==> src/rtl/cp0_pkg.sv <==
// Shared constants for the MIPS32 CP0 register file: {rd,sel} addresses, field
// positions, write masks, reset values and exception codes.
package cp0_pkg;

  localparam logic [7:0] A_INDEX    = 8'h00;  // rd 0
  localparam logic [7:0] A_RANDOM   = 8'h08;  // rd 1
  localparam logic [7:0] A_ENTRYLO0 = 8'h10;  // rd 2
  localparam logic [7:0] A_ENTRYLO1 = 8'h18;  // rd 3
  localparam logic [7:0] A_CONTEXT  = 8'h20;  // rd 4
  localparam logic [7:0] A_PAGEMASK = 8'h28;  // rd 5
  localparam logic [7:0] A_WIRED    = 8'h30;  // rd 6
  localparam logic [7:0] A_BADVADDR = 8'h40;  // rd 8
  localparam logic [7:0] A_COUNT    = 8'h48;  // rd 9
  localparam logic [7:0] A_ENTRYHI  = 8'h50;  // rd 10
  localparam logic [7:0] A_COMPARE  = 8'h58;  // rd 11
  localparam logic [7:0] A_STATUS   = 8'h60;  // rd 12
  localparam logic [7:0] A_CAUSE    = 8'h68;  // rd 13
  localparam logic [7:0] A_EPC      = 8'h70;  // rd 14
  localparam logic [7:0] A_PRID     = 8'h78;  // rd 15
  localparam logic [7:0] A_CONFIG   = 8'h80;  // rd 16

  typedef enum logic [4:0] {
    EXC_INT  = 5'h00, EXC_MOD  = 5'h01, EXC_TLBL = 5'h02, EXC_TLBS = 5'h03,
    EXC_ADEL = 5'h04, EXC_ADES = 5'h05, EXC_SYS  = 5'h08, EXC_BP   = 5'h09,
    EXC_RI   = 5'h0a, EXC_CPU  = 5'h0b, EXC_OV   = 5'h0c
  } exc_code_e;

  localparam int ST_IE  = 0;
  localparam int ST_EXL = 1;
  localparam int ST_BEV = 22;
  localparam int CA_TI  = 30;
  localparam int CA_BD  = 31;

  localparam logic [31:0] STATUS_RST    = 32'h0040_0000;
  localparam logic [31:0] CONFIG_VAL    = 32'h8000_0083;
  localparam logic [31:0] PRID_VAL      = 32'h0001_8000;
  localparam logic [31:0] ENTRYLO_MASK  = 32'h03FF_FFFF;
  localparam logic [31:0] PAGEMASK_MASK = 32'h1FFF_E000;
  localparam logic [31:0] ENTRYHI_MASK  = 32'hFFFF_E0FF;

endpackage

==> src/rtl/cp0_timer.sv <==
// Count/Compare timer: Count advances once every COUNT_DIV clocks; TI is set by
// the increment that reaches Compare and stays set until Compare is rewritten.
module cp0_timer #(
  parameter int COUNT_DIV = 2
) (
  input  logic        clk,
  input  logic        rst,
  input  logic        count_we,
  input  logic [31:0] count_wd,
  input  logic        compare_we,
  input  logic [31:0] compare_wd,
  output logic [31:0] count,
  output logic [31:0] compare,
  output logic        ti
);

  localparam int DIV_W = (COUNT_DIV > 1) ? $clog2(COUNT_DIV) : 1;

  logic [DIV_W-1:0] div;
  logic             tick;

  assign tick = (div == DIV_W'(COUNT_DIV - 1));

  // NOTE: sequential state uses non-blocking assignments so every register
  // samples the pre-edge values of the others, independent of statement order.
  always_ff @(posedge clk) begin
    if (!rst) begin
      div     <= '0;
      count   <= '0;
      compare <= '0;
      ti      <= 1'b0;
    end else begin
      if (count_we) begin
        count <= count_wd;
        div   <= '0;
      end else begin
        div <= tick ? '0 : div + 1'b1;
        if (tick) count <= count + 32'd1;
      end
      if (compare_we) compare <= compare_wd;
      // Rewriting Compare acknowledges the timer even on the matching cycle.
      if (compare_we)
        ti <= 1'b0;
      else if (!count_we && tick && (count + 32'd1 == compare))
        ti <= 1'b1;
    end
  end

endmodule

==> src/rtl/cp0_regfile_v2.sv <==
// MIPS32 CP0 register file: exception, TLB-management and timer registers with
// mfc0/mtc0 access, exception/eret commits, tlbp/tlbr updates and interrupt request.
module cp0_regfile_v2
  import cp0_pkg::*;
#(
  parameter  int TLB_ENTRIES = 16,
  parameter  int HW_IRQ      = 6,
  parameter  int COUNT_DIV   = 2,
  parameter  int HAS_RANDOM  = 1,
  localparam int IDX_W       = $clog2(TLB_ENTRIES)
) (
  input  logic              clk,
  input  logic              rst,
  input  logic [HW_IRQ-1:0] interrupt,
  input  logic              r_ena,
  input  logic [7:0]        r_addr,
  output logic [31:0]       r_data,
  input  logic              w_ena,
  input  logic [7:0]        w_addr,
  input  logic [31:0]       w_data,
  input  logic              cls_exl,
  input  logic              exc_ena,
  input  logic [4:0]        exc_code,
  input  logic              exc_bd,
  input  logic [31:0]       exc_epc,
  input  logic              exc_badva_ena,
  input  logic [31:0]       exc_badva,
  input  logic              tlbp_ena,
  input  logic              tlbp_hit,
  input  logic [IDX_W-1:0]  tlbp_idx,
  input  logic              tlbr_ena,
  input  logic [31:0]       tlbr_hi,
  input  logic [31:0]       tlbr_lo0,
  input  logic [31:0]       tlbr_lo1,
  input  logic [31:0]       tlbr_mask,
  output logic [31:0]       epc,
  output logic [31:0]       status,
  output logic [31:0]       cause,
  output logic [31:0]       index,
  output logic [31:0]       random,
  output logic [31:0]       entryhi,
  output logic [31:0]       entrylo0,
  output logic [31:0]       entrylo1,
  output logic [31:0]       pagemask,
  output logic              cp0_has_int
);

  localparam logic [IDX_W-1:0] IDX_MAX = IDX_W'(TLB_ENTRIES - 1);

  logic             index_p;
  logic [IDX_W-1:0] index_val, random_q, wired_q;
  logic [31:0]      entrylo0_q, entrylo1_q, pagemask_q, entryhi_q, badvaddr_q, epc_q;
  logic [8:0]       ctx_base;
  logic [18:0]      ctx_vpn2;
  logic [7:0]       st_im;
  logic             st_exl, st_ie;
  logic             ca_bd;
  logic [4:0]       ca_exc;
  logic [1:0]       ca_ip_sw;
  logic [5:0]       ip_hw, irq_ext;
  logic [7:0]       ip;
  logic [31:0]      count, compare, context_v, wired_v;
  logic             ti;

  logic we_index, we_wired, we_lo0, we_lo1, we_context, we_pagemask;
  logic we_entryhi, we_status, we_cause, we_epc, we_count, we_compare;

  assign we_index    = w_ena && (w_addr == A_INDEX);
  assign we_wired    = w_ena && (w_addr == A_WIRED) && (HAS_RANDOM != 0);
  assign we_lo0      = w_ena && (w_addr == A_ENTRYLO0);
  assign we_lo1      = w_ena && (w_addr == A_ENTRYLO1);
  assign we_context  = w_ena && (w_addr == A_CONTEXT);
  assign we_pagemask = w_ena && (w_addr == A_PAGEMASK);
  assign we_entryhi  = w_ena && (w_addr == A_ENTRYHI);
  assign we_status   = w_ena && (w_addr == A_STATUS);
  assign we_cause    = w_ena && (w_addr == A_CAUSE);
  assign we_epc      = w_ena && (w_addr == A_EPC);
  assign we_count    = w_ena && (w_addr == A_COUNT);
  assign we_compare  = w_ena && (w_addr == A_COMPARE);

  cp0_timer #(.COUNT_DIV(COUNT_DIV)) u_timer (
    .clk        (clk),
    .rst        (rst),
    .count_we   (we_count),
    .count_wd   (w_data),
    .compare_we (we_compare),
    .compare_wd (w_data),
    .count      (count),
    .compare    (compare),
    .ti         (ti)
  );

  // NOTE: every variable written in always_comb is assigned a default first,
  // so no path leaves it unassigned and no latch is inferred.
  always_comb begin
    irq_ext             = '0;
    irq_ext[HW_IRQ-1:0] = interrupt;
  end

  always_ff @(posedge clk) begin
    if (!rst) begin
      index_p    <= 1'b0;
      index_val  <= '0;
      random_q   <= IDX_MAX;
      wired_q    <= '0;
      entrylo0_q <= '0;
      entrylo1_q <= '0;
      pagemask_q <= '0;
      entryhi_q  <= '0;
      badvaddr_q <= '0;
      epc_q      <= '0;
      ctx_base   <= '0;
      ctx_vpn2   <= '0;
      st_im      <= '0;
      st_exl     <= 1'b0;
      st_ie      <= 1'b0;
      ca_bd      <= 1'b0;
      ca_exc     <= '0;
      ca_ip_sw   <= '0;
      ip_hw      <= '0;
    end else begin
      ip_hw <= irq_ext;

      if (exc_ena) begin
        st_exl <= 1'b1;
        ca_bd  <= exc_bd;
        ca_exc <= exc_code;
        epc_q  <= exc_epc;
      end else begin
        if (we_status) begin
          st_im  <= w_data[15:8];
          st_exl <= w_data[ST_EXL];
          st_ie  <= w_data[ST_IE];
        end else if (cls_exl) begin
          st_exl <= 1'b0;
        end
        if (we_epc) epc_q <= w_data;
      end
      if (we_cause) ca_ip_sw <= w_data[9:8];

      if (exc_badva_ena) begin
        badvaddr_q       <= exc_badva;
        ctx_vpn2         <= exc_badva[31:13];
        entryhi_q[31:13] <= exc_badva[31:13];
      end else if (tlbr_ena) begin
        entryhi_q <= tlbr_hi & ENTRYHI_MASK;
      end else if (we_entryhi) begin
        entryhi_q <= w_data & ENTRYHI_MASK;
      end
      if (we_context) ctx_base <= w_data[31:23];

      if (tlbr_ena) begin
        entrylo0_q <= tlbr_lo0 & ENTRYLO_MASK;
        entrylo1_q <= tlbr_lo1 & ENTRYLO_MASK;
        pagemask_q <= tlbr_mask & PAGEMASK_MASK;
      end else begin
        if (we_lo0)      entrylo0_q <= w_data & ENTRYLO_MASK;
        if (we_lo1)      entrylo1_q <= w_data & ENTRYLO_MASK;
        if (we_pagemask) pagemask_q <= w_data & PAGEMASK_MASK;
      end

      if (tlbp_ena) begin
        index_p <= !tlbp_hit;
        if (tlbp_hit) index_val <= tlbp_idx;
      end else if (we_index) begin
        index_p   <= 1'b0;
        index_val <= w_data[IDX_W-1:0];
      end

      if (we_wired) wired_q <= w_data[IDX_W-1:0];
      // Random cycles through the non-wired entries only: wraps at Wired,
      // parks at the top when Wired covers everything below it.
      if (we_wired || (wired_q == IDX_MAX) || (random_q <= wired_q))
        random_q <= IDX_MAX;
      else
        random_q <= random_q - 1'b1;
    end
  end

  assign ip        = {ip_hw[5] | ti, ip_hw[4:0], ca_ip_sw};
  assign status    = STATUS_RST | {16'h0, st_im, 6'h0, st_exl, st_ie};
  assign cause     = {ca_bd, ti, 14'h0, ip, 1'b0, ca_exc, 2'b00};
  assign epc       = epc_q;
  assign index     = {index_p, {(31 - IDX_W){1'b0}}, index_val};
  assign random    = (HAS_RANDOM != 0) ? 32'(random_q) : 32'h0;
  assign wired_v   = (HAS_RANDOM != 0) ? 32'(wired_q) : 32'h0;
  assign entryhi   = entryhi_q;
  assign entrylo0  = entrylo0_q;
  assign entrylo1  = entrylo1_q;
  assign pagemask  = pagemask_q;
  assign context_v = {ctx_base, ctx_vpn2, 4'h0};

  assign cp0_has_int = (|(ip & st_im)) & st_ie & ~st_exl;

  logic [31:0] rd_cur, rd_byp;

  always_comb begin
    rd_cur = 32'h0;
    unique case (r_addr)
      A_INDEX:    rd_cur = index;
      A_RANDOM:   rd_cur = random;
      A_ENTRYLO0: rd_cur = entrylo0_q;
      A_ENTRYLO1: rd_cur = entrylo1_q;
      A_CONTEXT:  rd_cur = context_v;
      A_PAGEMASK: rd_cur = pagemask_q;
      A_WIRED:    rd_cur = wired_v;
      A_BADVADDR: rd_cur = badvaddr_q;
      A_COUNT:    rd_cur = count;
      A_ENTRYHI:  rd_cur = entryhi_q;
      A_COMPARE:  rd_cur = compare;
      A_STATUS:   rd_cur = status;
      A_CAUSE:    rd_cur = cause;
      A_EPC:      rd_cur = epc_q;
      A_PRID:     rd_cur = PRID_VAL;
      A_CONFIG:   rd_cur = CONFIG_VAL;
      default:    rd_cur = 32'h0;
    endcase

    // Same-address mtc0 forwards the value the register would hold after masking.
    rd_byp = rd_cur;
    unique case (r_addr)
      A_INDEX:    rd_byp = 32'(w_data[IDX_W-1:0]);
      A_WIRED:    rd_byp = (HAS_RANDOM != 0) ? 32'(w_data[IDX_W-1:0]) : 32'h0;
      A_ENTRYLO0: rd_byp = w_data & ENTRYLO_MASK;
      A_ENTRYLO1: rd_byp = w_data & ENTRYLO_MASK;
      A_CONTEXT:  rd_byp = {w_data[31:23], context_v[22:0]};
      A_PAGEMASK: rd_byp = w_data & PAGEMASK_MASK;
      A_ENTRYHI:  rd_byp = w_data & ENTRYHI_MASK;
      A_COUNT:    rd_byp = w_data;
      A_COMPARE:  rd_byp = w_data;
      A_STATUS:   rd_byp = STATUS_RST | {16'h0, w_data[15:8], 6'h0, w_data[1:0]};
      A_CAUSE:    rd_byp = {cause[31:10], w_data[9:8], cause[7:0]};
      A_EPC:      rd_byp = w_data;
      default:    rd_byp = rd_cur;
    endcase

    r_data = 32'h0;
    if (r_ena) r_data = (w_ena && (w_addr == r_addr)) ? rd_byp : rd_cur;
  end

endmodule

==> config.mk <==
export PLATFORM = sky130hd
export DESIGN_NAME = cp0_regfile_v2
export DESIGN_NICKNAME = d
export VERILOG_FILES = /design/src/rtl/cp0_pkg.sv /design/src/rtl/cp0_timer.sv /design/src/rtl/cp0_regfile_v2.sv
export SDC_FILE = /design/constraint.sdc
export NUM_CORES = 1
export LEC_CHECK = 0
export ABC_AREA = 1
export BUFFER_PORTS_ARGS = -buffer_cell sky130_fd_sc_hd__buf_4
export CAP_MARGIN = 40
export CORE_AREA = 8 8 225 227
export DETAILED_ROUTE_END_ITERATION = 16
export DIE_AREA = 0 0 233 235
export GPL_ROUTABILITY_DRIVEN = 0
export MAX_ROUTING_LAYER = met4
export PLACE_DENSITY = 0.65
export SLEW_MARGIN = 0
export SYNTH_ARGS = -nofsm -noshare
export SYNTH_HDL_FRONTEND = slang
export SYNTH_SLANG_ARGS = --single-unit
==> constraint.sdc <==
create_clock -name clk -period 2.3 [get_ports clk]
set_clock_uncertainty 0.15 [all_clocks]
set_input_delay 0.115 -clock clk [delete_from_list [all_inputs] [get_ports clk]]
set_output_delay 0.115 -clock clk [all_outputs]
set_load 0.01 [all_outputs]
==> results.md, run 1 <==
- Input and output buffers added on the ports amount to between 400 and 500.
- For this design the top-level I/O count stands at 587.
- The total overflow reported by the global router is 0.
- The post-detailed-placement half-perimeter wirelength is 68.5 mm.
- The buffer type at the clock tree root is sky130_fd_sc_hd__clkbuf_16.
- The horizontal extent of the die is about 230 um.
- Among all flip-flop cells after synthesis, the most frequent one is sky130_fd_sc_hd__dfxtp_1.
- The number of violations reported at the end of detailed-routing iteration 0 is 3076.
- At the worst endpoint, the required time is approximately 2000 ps.
- The die is 235 um tall.
- Across every metal layer, demand over resource in global routing totals 0.332.
- Dividing the detail-routed via count by the number of cells gives 5.71.
- The tightest hold path in the finished design has a slack of -45.6 ps.
- After technology mapping, the gate count stands at 2582.
- Setup repair after global routing could not meet its margin everywhere.
- The number of global-route vias before repair was around 22000.
- The power after layout is 13.6 mW.
- The number of placed instances, taps included, is 3645.
- The worst setup path is launched from a primary input.
- The die area is about 55000 um^2.
- For this design, the sink count on the clock tree is approximately 270.
- The final total negative setup slack is -1040 ps.
- The ratio of cells with drive above 1 in the final layout is 0.259.
- Counting flops with a built-in enable in the synthesized netlist gives 0.
- The maximum frequency from static timing analysis is approximately 410 MHz.
- The share of the Yosys chip area taken by registers is 0.322.
- Detailed routing inserted a total of 23200 vias.
- The min-delay analysis places its worst path in the category in2reg.
- The average footprint of a synthesized cell is ~6.5 um^2.
- The final max-slew violation count is 0.
- The core outline area is between 40000 and 50000 um^2.
- The maximum buffer depth of the clock tree is 3.
- For the worst-skew pair, the clock arrives at the later sink with an insertion delay of 550 ps.
- For this run, the share of the core covered by cells in the final layout is 0.567.
- The number of CTS-inserted buffers is 35.
- The leakage power is roughly 12 nW.
- The count of final hold-check violations is 4.
- The layout overhead on the synthesized area is 58.4%.
- The top cell types in the final layout, fill and taps aside, are sky130_fd_sc_hd__nand2_1, sky130_fd_sc_hd__buf_4, sky130_fd_sc_hd__dlygate4sd3_1.
- At the end of the flow, the number of nets in the layout was 3679.
- The starting utilization of the core area is 0.358.
- The routed wire length is ~96 mm.
- Across the VDD grid, the largest voltage drop is 475 uV.
- The post-synthesis instance area is 16900 um^2.
- In the final routed layout, each cell accounts on average for 23.6 um.
- The final reports fail on negative hold slack, negative setup slack.
- Setup violations remaining at the end of the flow were counted as 22.
- After clock tree synthesis, the clock-pin slew on the worst setup and hold paths is 60 ps.
- After synthesis, the share of flip-flops with an asynchronous set or reset is 0.
- For this design the ratio of total power to cell area is 509 nW/um^2.
- The area of placed instances is 21300 um^2.
- The pre-CTS setup slack is -132 ps.
- The count of placed standard cells in the final layout, fillers left out is 4052.
- Across the run, the number of max-cap violations was 0.
- The flow ran to the end, but the final reports show violations.
- The floorplan has 80 rows.
- The CTS tree is built.
- The post-route DRC violation count is 0.
- The residual antenna-violating net count after detailed routing is 0.
- The largest net degree at the start of global routing is 106.
- The actual transition at the worst max-transition pin is 800 ps.
- The detailed-routing iteration count for the pre-antenna-repair pass is 8.
- CTS built an H-tree with a depth of 2.
- In this run the tightest slew margin relative to its limit is 0.466.
- Along the worst path, the maximum fanout reaches 8.
- The data arrival time of the critical path is between 2000 and 2500 ps.
- STA classifies the critical path endpoint as a primary output.
- After layout, the worst setup slack is -153 ps.
- The flip-flop and latch count after synthesis is 271.
- The library cell used most frequently in the layout, excluding fill and tap cells, is sky130_fd_sc_hd__nand2_1.
- The wire length of the first global-routing pass is 138 mm.
- The critical path in this run is classified as in2out.
- With fillers left out, the area of the finished cells amounts to 26700 um^2.
- The number of warnings printed during yosys synthesis is 0.
- The initial antenna violation count came to 6.
- The worst path in the final design needs a cycle of between 2000 and 2500 ps, including I/O delays and setup.
- The final critical-path share of the clock period is 1.07.
- Yosys mapped the design onto between 40 and 50 distinct sky130hd cell types.
-- report_power, final --
| group | switching, mW | internal (mW) | leakage, nW |
|---|---|---|---|
| Combinational | 1.35 | 1.15 | 8.75 |
| Clock | 2.31 | 3.66 | 0.597 |
| Sequential | 0.234 | 4.90 | 2.22 |
| Total | 3.89 | 9.70 | 11.6 |
-- metal layers --
| metal | track usage | part of all wire | vias to the layer above |
|---|---|---|---|
| met5 | - | 0 | - |
| met4 | 0.153 | 0.060 | 0 |
| met3 | 0.0740 | 0.12 | 420 |
| met2 | 0.513 | 0.45 | 1871 |
| met1 | 0.410 | 0.37 | 10800 |
| li1 | - | - | 10100 |
-- repair_timing --
| action | CTS | global route |
|---|---|---|
| hold endpoints to repair | 259 | 2 |
| gates cloned | 1 | 7 |
| pin swaps | 3 | 26 |
| gates resized for setup | 20 | 161 |
| hold buffers | 316 | 2 |
| endpoints found under the setup margin | 31 | 36 |
| setup buffers | 4 | 13 |
-- layout make-up --
| class | count | area (um^2) |
|---|---|---|
| Multi-Input combinational cell | 1934 | 9990 |
| Fill cell | 4193 | 20400 |
| Clock buffer | 47 | 1010 |
| Antenna cell | 6 | 15.0 |
| Sequential cell | 271 | 5430 |
| Clock inverter | 14 | 208 |
| Timing Repair Buffer | 938 | 8400 |
| Inverter | 227 | 887 |
| Tap cell | 615 | 769 |
-- cell families after synthesis --
logic type / after synthesis / synth area share
simple gates: 1163 / 0.301
compound gates: 627 / 0.218
buf+inv: 502 / 0.147
flops: 271 / 0.322
xor+xnor: 11 / 0.00735
fa+ha+maj: 6 / 0.00445
other cells: 2 / 0.000445
-- Yosys cell counts (29+ instances only) --
master                     number  share of area
sky130_fd_sc_hd__nand2_1      642           0.14
sky130_fd_sc_hd__dfxtp_1      271           0.32
sky130_fd_sc_hd__nor2_1       239          0.053
sky130_fd_sc_hd__a21oi_1      220          0.065
sky130_fd_sc_hd__inv_1        200          0.045
sky130_fd_sc_hd__nand3_1      162          0.048
sky130_fd_sc_hd__o21ai_0      161          0.048
sky130_fd_sc_hd__buf_4        139          0.062
sky130_fd_sc_hd__clkbuf_1     106          0.024
sky130_fd_sc_hd__a31oi_1       84          0.031
sky130_fd_sc_hd__o22ai_1       36          0.013
sky130_fd_sc_hd__a32oi_1       31          0.016
sky130_fd_sc_hd__nand3_2       30          0.018
sky130_fd_sc_hd__nand4_1       29          0.011
-- worst max-delay path, stage by stage --
cell and delay, ps:
sky130_fd_sc_hd__buf_8 100, sky130_fd_sc_hd__nor2_4 110, sky130_fd_sc_hd__nand2_4 110, sky130_fd_sc_hd__nor2_4 200, sky130_fd_sc_hd__buf_4 160, sky130_fd_sc_hd__buf_6 110, sky130_fd_sc_hd__nand2_8 80, sky130_fd_sc_hd__inv_4 80
sky130_fd_sc_hd__nor3_4 40, sky130_fd_sc_hd__nand2_4 100, sky130_fd_sc_hd__or2_4 180, sky130_fd_sc_hd__buf_12 160, sky130_fd_sc_hd__buf_4 120, sky130_fd_sc_hd__nand3_2 50, sky130_fd_sc_hd__a21oi_2 260, sky130_fd_sc_hd__buf_4 180
-- flip-flops by register name, summed over array words and instances, names as in the netlist, 9 cells and up --
name and cells:
badvaddr_q 32, entrylo1 26, u_timer.count 32, entrylo0 26, ctx_base 9, epc 32
entryhi 27, pagemask 16, u_timer.compare 32
-- worst paths after layout --
check             slack (ps)        startpoint      endpoint  cells past startpoint
setup / recovery        -150         r_addr[1]    r_data[16]                     16
hold / removal           -50          tlbr_ena  entrylo0[20]                      3
setup reg to reg          40  u_timer.count[0]    u_timer.ti                     16
hold reg to reg          280       random_q[0]   random_q[0]                      1
(Power assumes the default switching activity.)
==> run 2, diff against run 1 <==
- BUFFER_PORTS_ARGS: -buffer_cell sky130_fd_sc_hd__buf_4 -> -buffer_cell sky130_fd_sc_hd__buf_2
- MAX_ROUTING_LAYER: met4 -> default
- clock period: 2.3 -> 2.52 ns (I/O delays scaled with it)
==> results.md, run 2 (synthesis gave the netlist of run 1 again) <==
- The category of the most critical setup path is in2out.
- The type of the most critical hold path is in2reg.
- The count of maximum capacitance violations is 0 (unchanged).
- The detailed-routing iteration count for the pre-antenna-repair pass was 9 (+1).
- The final critical-path share of the clock period is 0.973.
- The routed wire length is 88.4 mm (-7.6%).
- The area of placed instances was 19800 um^2 (-7.1%).
- The critical-path cell with the highest stage delay is sky130_fd_sc_hd__o21ai_0.
- The number of nets at the end of the flow is 3587 (-2.5%).
- The leading cell type in the layout, fill and taps excluded is sky130_fd_sc_hd__nand2_1.
- The post-CTS clock slew at the launch and capture registers of the worst setup and hold paths came to 60 ps (about the same).
- The pre-CTS setup slack is 43.2 ps (+176 ps).
- The final max-slew violation count is 0 (unchanged).
- The max-slew headroom at the worst pin is 0.445 (-0.0209).
- The port buffer count is 426 (unchanged).
- The number of global-route vias before repair was 21000 (-4.8%).
- The maximum buffer depth of the clock tree came to 3 (unchanged).
- The count of pins on the block boundary came to 587 (unchanged).
- TritonCTS built the clock tree.
- The kind of launch point of the worst setup path is a primary input.
- The count of standard-cell rows is 80 (unchanged).
- The die area is 54800 um^2 (unchanged).
- The post-route DRC violation count is 0 (unchanged).
- The actual transition at the worst max-transition pin is 831 ps (+31.3 ps).
- The vias per cell is 5.49 (-3.9%).
- The buffer type at the clock tree root is sky130_fd_sc_hd__clkbuf_16.
- The count of placed standard cells including taps is 3600 (-1.2%).
- The combined buffer and inverter count along the critical path is 3 (-4).
- The maximum VDD drop is 510 uV (+7.4%).
- The kind of cell adding the most delay to the critical path is simple AND/OR/NAND/NOR gates.
- The number of CTS-inserted buffers is 31 (-11%).
- The total overflow reported by the global router was 0 (unchanged).
- The run finished with clean final reports.
- The core outline area came to 47100 um^2 (unchanged).
- The final core utilization is 0.506 (-0.0601).
- The H-tree depth reported by CTS is 1 (-1).
- Static timing analysis puts the maximum clock frequency at approximately 410 MHz.
- The total global-route track usage came to 0.304 (-0.0280).
- The horizontal extent of the die came to 233 um (unchanged).
- The final setup slack of the worst path is 67.4 ps (+221 ps).
- The count of final hold-check violations is 0 (-4).
- The vertical extent of the die was 235 um (unchanged).
- The wire length of the first global-routing pass was 130 mm (-5.4%).
- The leakage power is 10.7 nW (-7.8%).
- The required time reported for the critical path endpoint was 2240 ps (+200 ps).
- The total vias in the final route is 21700 (-6.2%).
- The initial antenna violation count was 6 (unchanged).
- The clock period minus worst slack is 2450 ps.
- The count of clock tree sinks is 271 (unchanged).
- The area of all placed cells without fillers is 23900 um^2 (-11%).
- The longest individual stage delay on the worst path was 420 ps (+160 ps).
- The final total negative setup slack is 0 ps (+1040 ps).
- From synthesis to final layout, the design area changed by 41.6%.
- The count of placed standard cells in the final layout, fillers left out was 3957 (-2.3%).
- The data arrival time of the critical path came to 2180 ps (about the same).
- The critical-path maximum fanout was 10 (+2).
- The routed wire length per instance is 22.3 um (-5.4%).
- The starting utilization of the core area is 0.358 (unchanged).
- The hold slack is 38.9 ps (+84.4 ps).
- The power density normalized to cell area is 478 nW/um^2 (-6.2%).
- The ratio of cells with drive above 1 in the final layout was 0.221 (-0.0378).
- The power after layout was 11.4 mW (-16%).
- The insertion delay to the later sink of the worst-skew pair is 590 ps (+40 ps).
- The worst setup path is captured at a primary output.
- The signal on the critical path passes through buf_2 -> nor2_4 -> nand2_4 -> nor2_8 -> nand2_4 -> buf_4 -> o21ai_0 -> a21oi_1 -> nand3_1 -> nand3_2 -> a21oi_2 -> buf_2.
- The residual antenna-violating net count after detailed routing is 0 (unchanged).
- The number of violations reported at the end of detailed-routing iteration 0 is 2823 (-8.2%).
- The post-detailed-placement half-perimeter wirelength is 66.4 mm (-3.0%).
- The total of endpoints with negative setup slack in the final report is 0 (-100%).
- In the layout the commonest cells are sky130_fd_sc_hd__nand2_1, sky130_fd_sc_hd__buf_2, sky130_fd_sc_hd__dlygate4sd3_1.
- The largest net degree at the start of global routing came to 70 (-34%).
- Setup repair after global routing could not meet its margin everywhere.
==> run 2: cell types whose count changed in the layout (fill, tap and decap cells not counted), moves of 12 or more <==
cell,before,now
sky130_fd_sc_hd__buf_12,26,13
sky130_fd_sc_hd__buf_2,0,425
sky130_fd_sc_hd__clkbuf_16,44,32
sky130_fd_sc_hd__buf_4,563,115
sky130_fd_sc_hd__buf_6,23,4
sky130_fd_sc_hd__a21oi_1,199,218
sky130_fd_sc_hd__dlygate4sd3_1,317,290
sky130_fd_sc_hd__nor2_1,219,235
==> run 2: layout make-up <==
class | instances | area (um^2)
multi-input combinational | 1934 | 9490
clock buffer | 42 | 897
timing repair buffer | 850 | 6270
inverter | 227 | 856
antenna | 3 | 7.51
fill | 4665 | 23300
sequential | 271 | 5430
tap | 615 | 769
clock inverter | 15 | 164
==> run 2: repair_timing <==
action / in CTS / in global routing
setup endpoints to repair: 0 / 33
hold buffers: 290 / 0
gates resized for setup: 0 / 21
hold endpoints to repair: 257 / 0
buffers inserted: 0 / 6
==> run 2: per-layer routing <==
metal / global-route usage / vias to the layer above / part of all wire
li1: - / 9881 / -
met1: 0.390 / 9956 / 0.39
met2: 0.476 / 1576 / 0.44
met3: 0.0641 / 309 / 0.11
met4: 0.155 / 2 / 0.061
met5: 0 / - / 0.00015
==> run 2: worst paths after layout <==
path / start / to / slack (ps) / depth (start not counted)
worst min-delay path: w_addr[4] / wired_q[3] / 40 / 5
worst max register to register: u_timer.count[5] / u_timer.ti / 190 / 15
worst min register to register: random_q[0] / random_q[0] / 270 / 1
worst max-delay path: r_addr[1] / r_data[7] / 70 / 12
==> run 2: tightest hold or removal path: cells and delay by family <==
family	cells	cell delay [ps]
compound gates	1	130
simple gates	2	190
buf+inv	2	290
==> run 2: where the power goes <==
group          internal [mW]  leakage, nW  switching [mW]
clock                   2.79        0.530            1.99
sequential              4.47         2.22           0.189
combinational          0.802         7.91            1.15
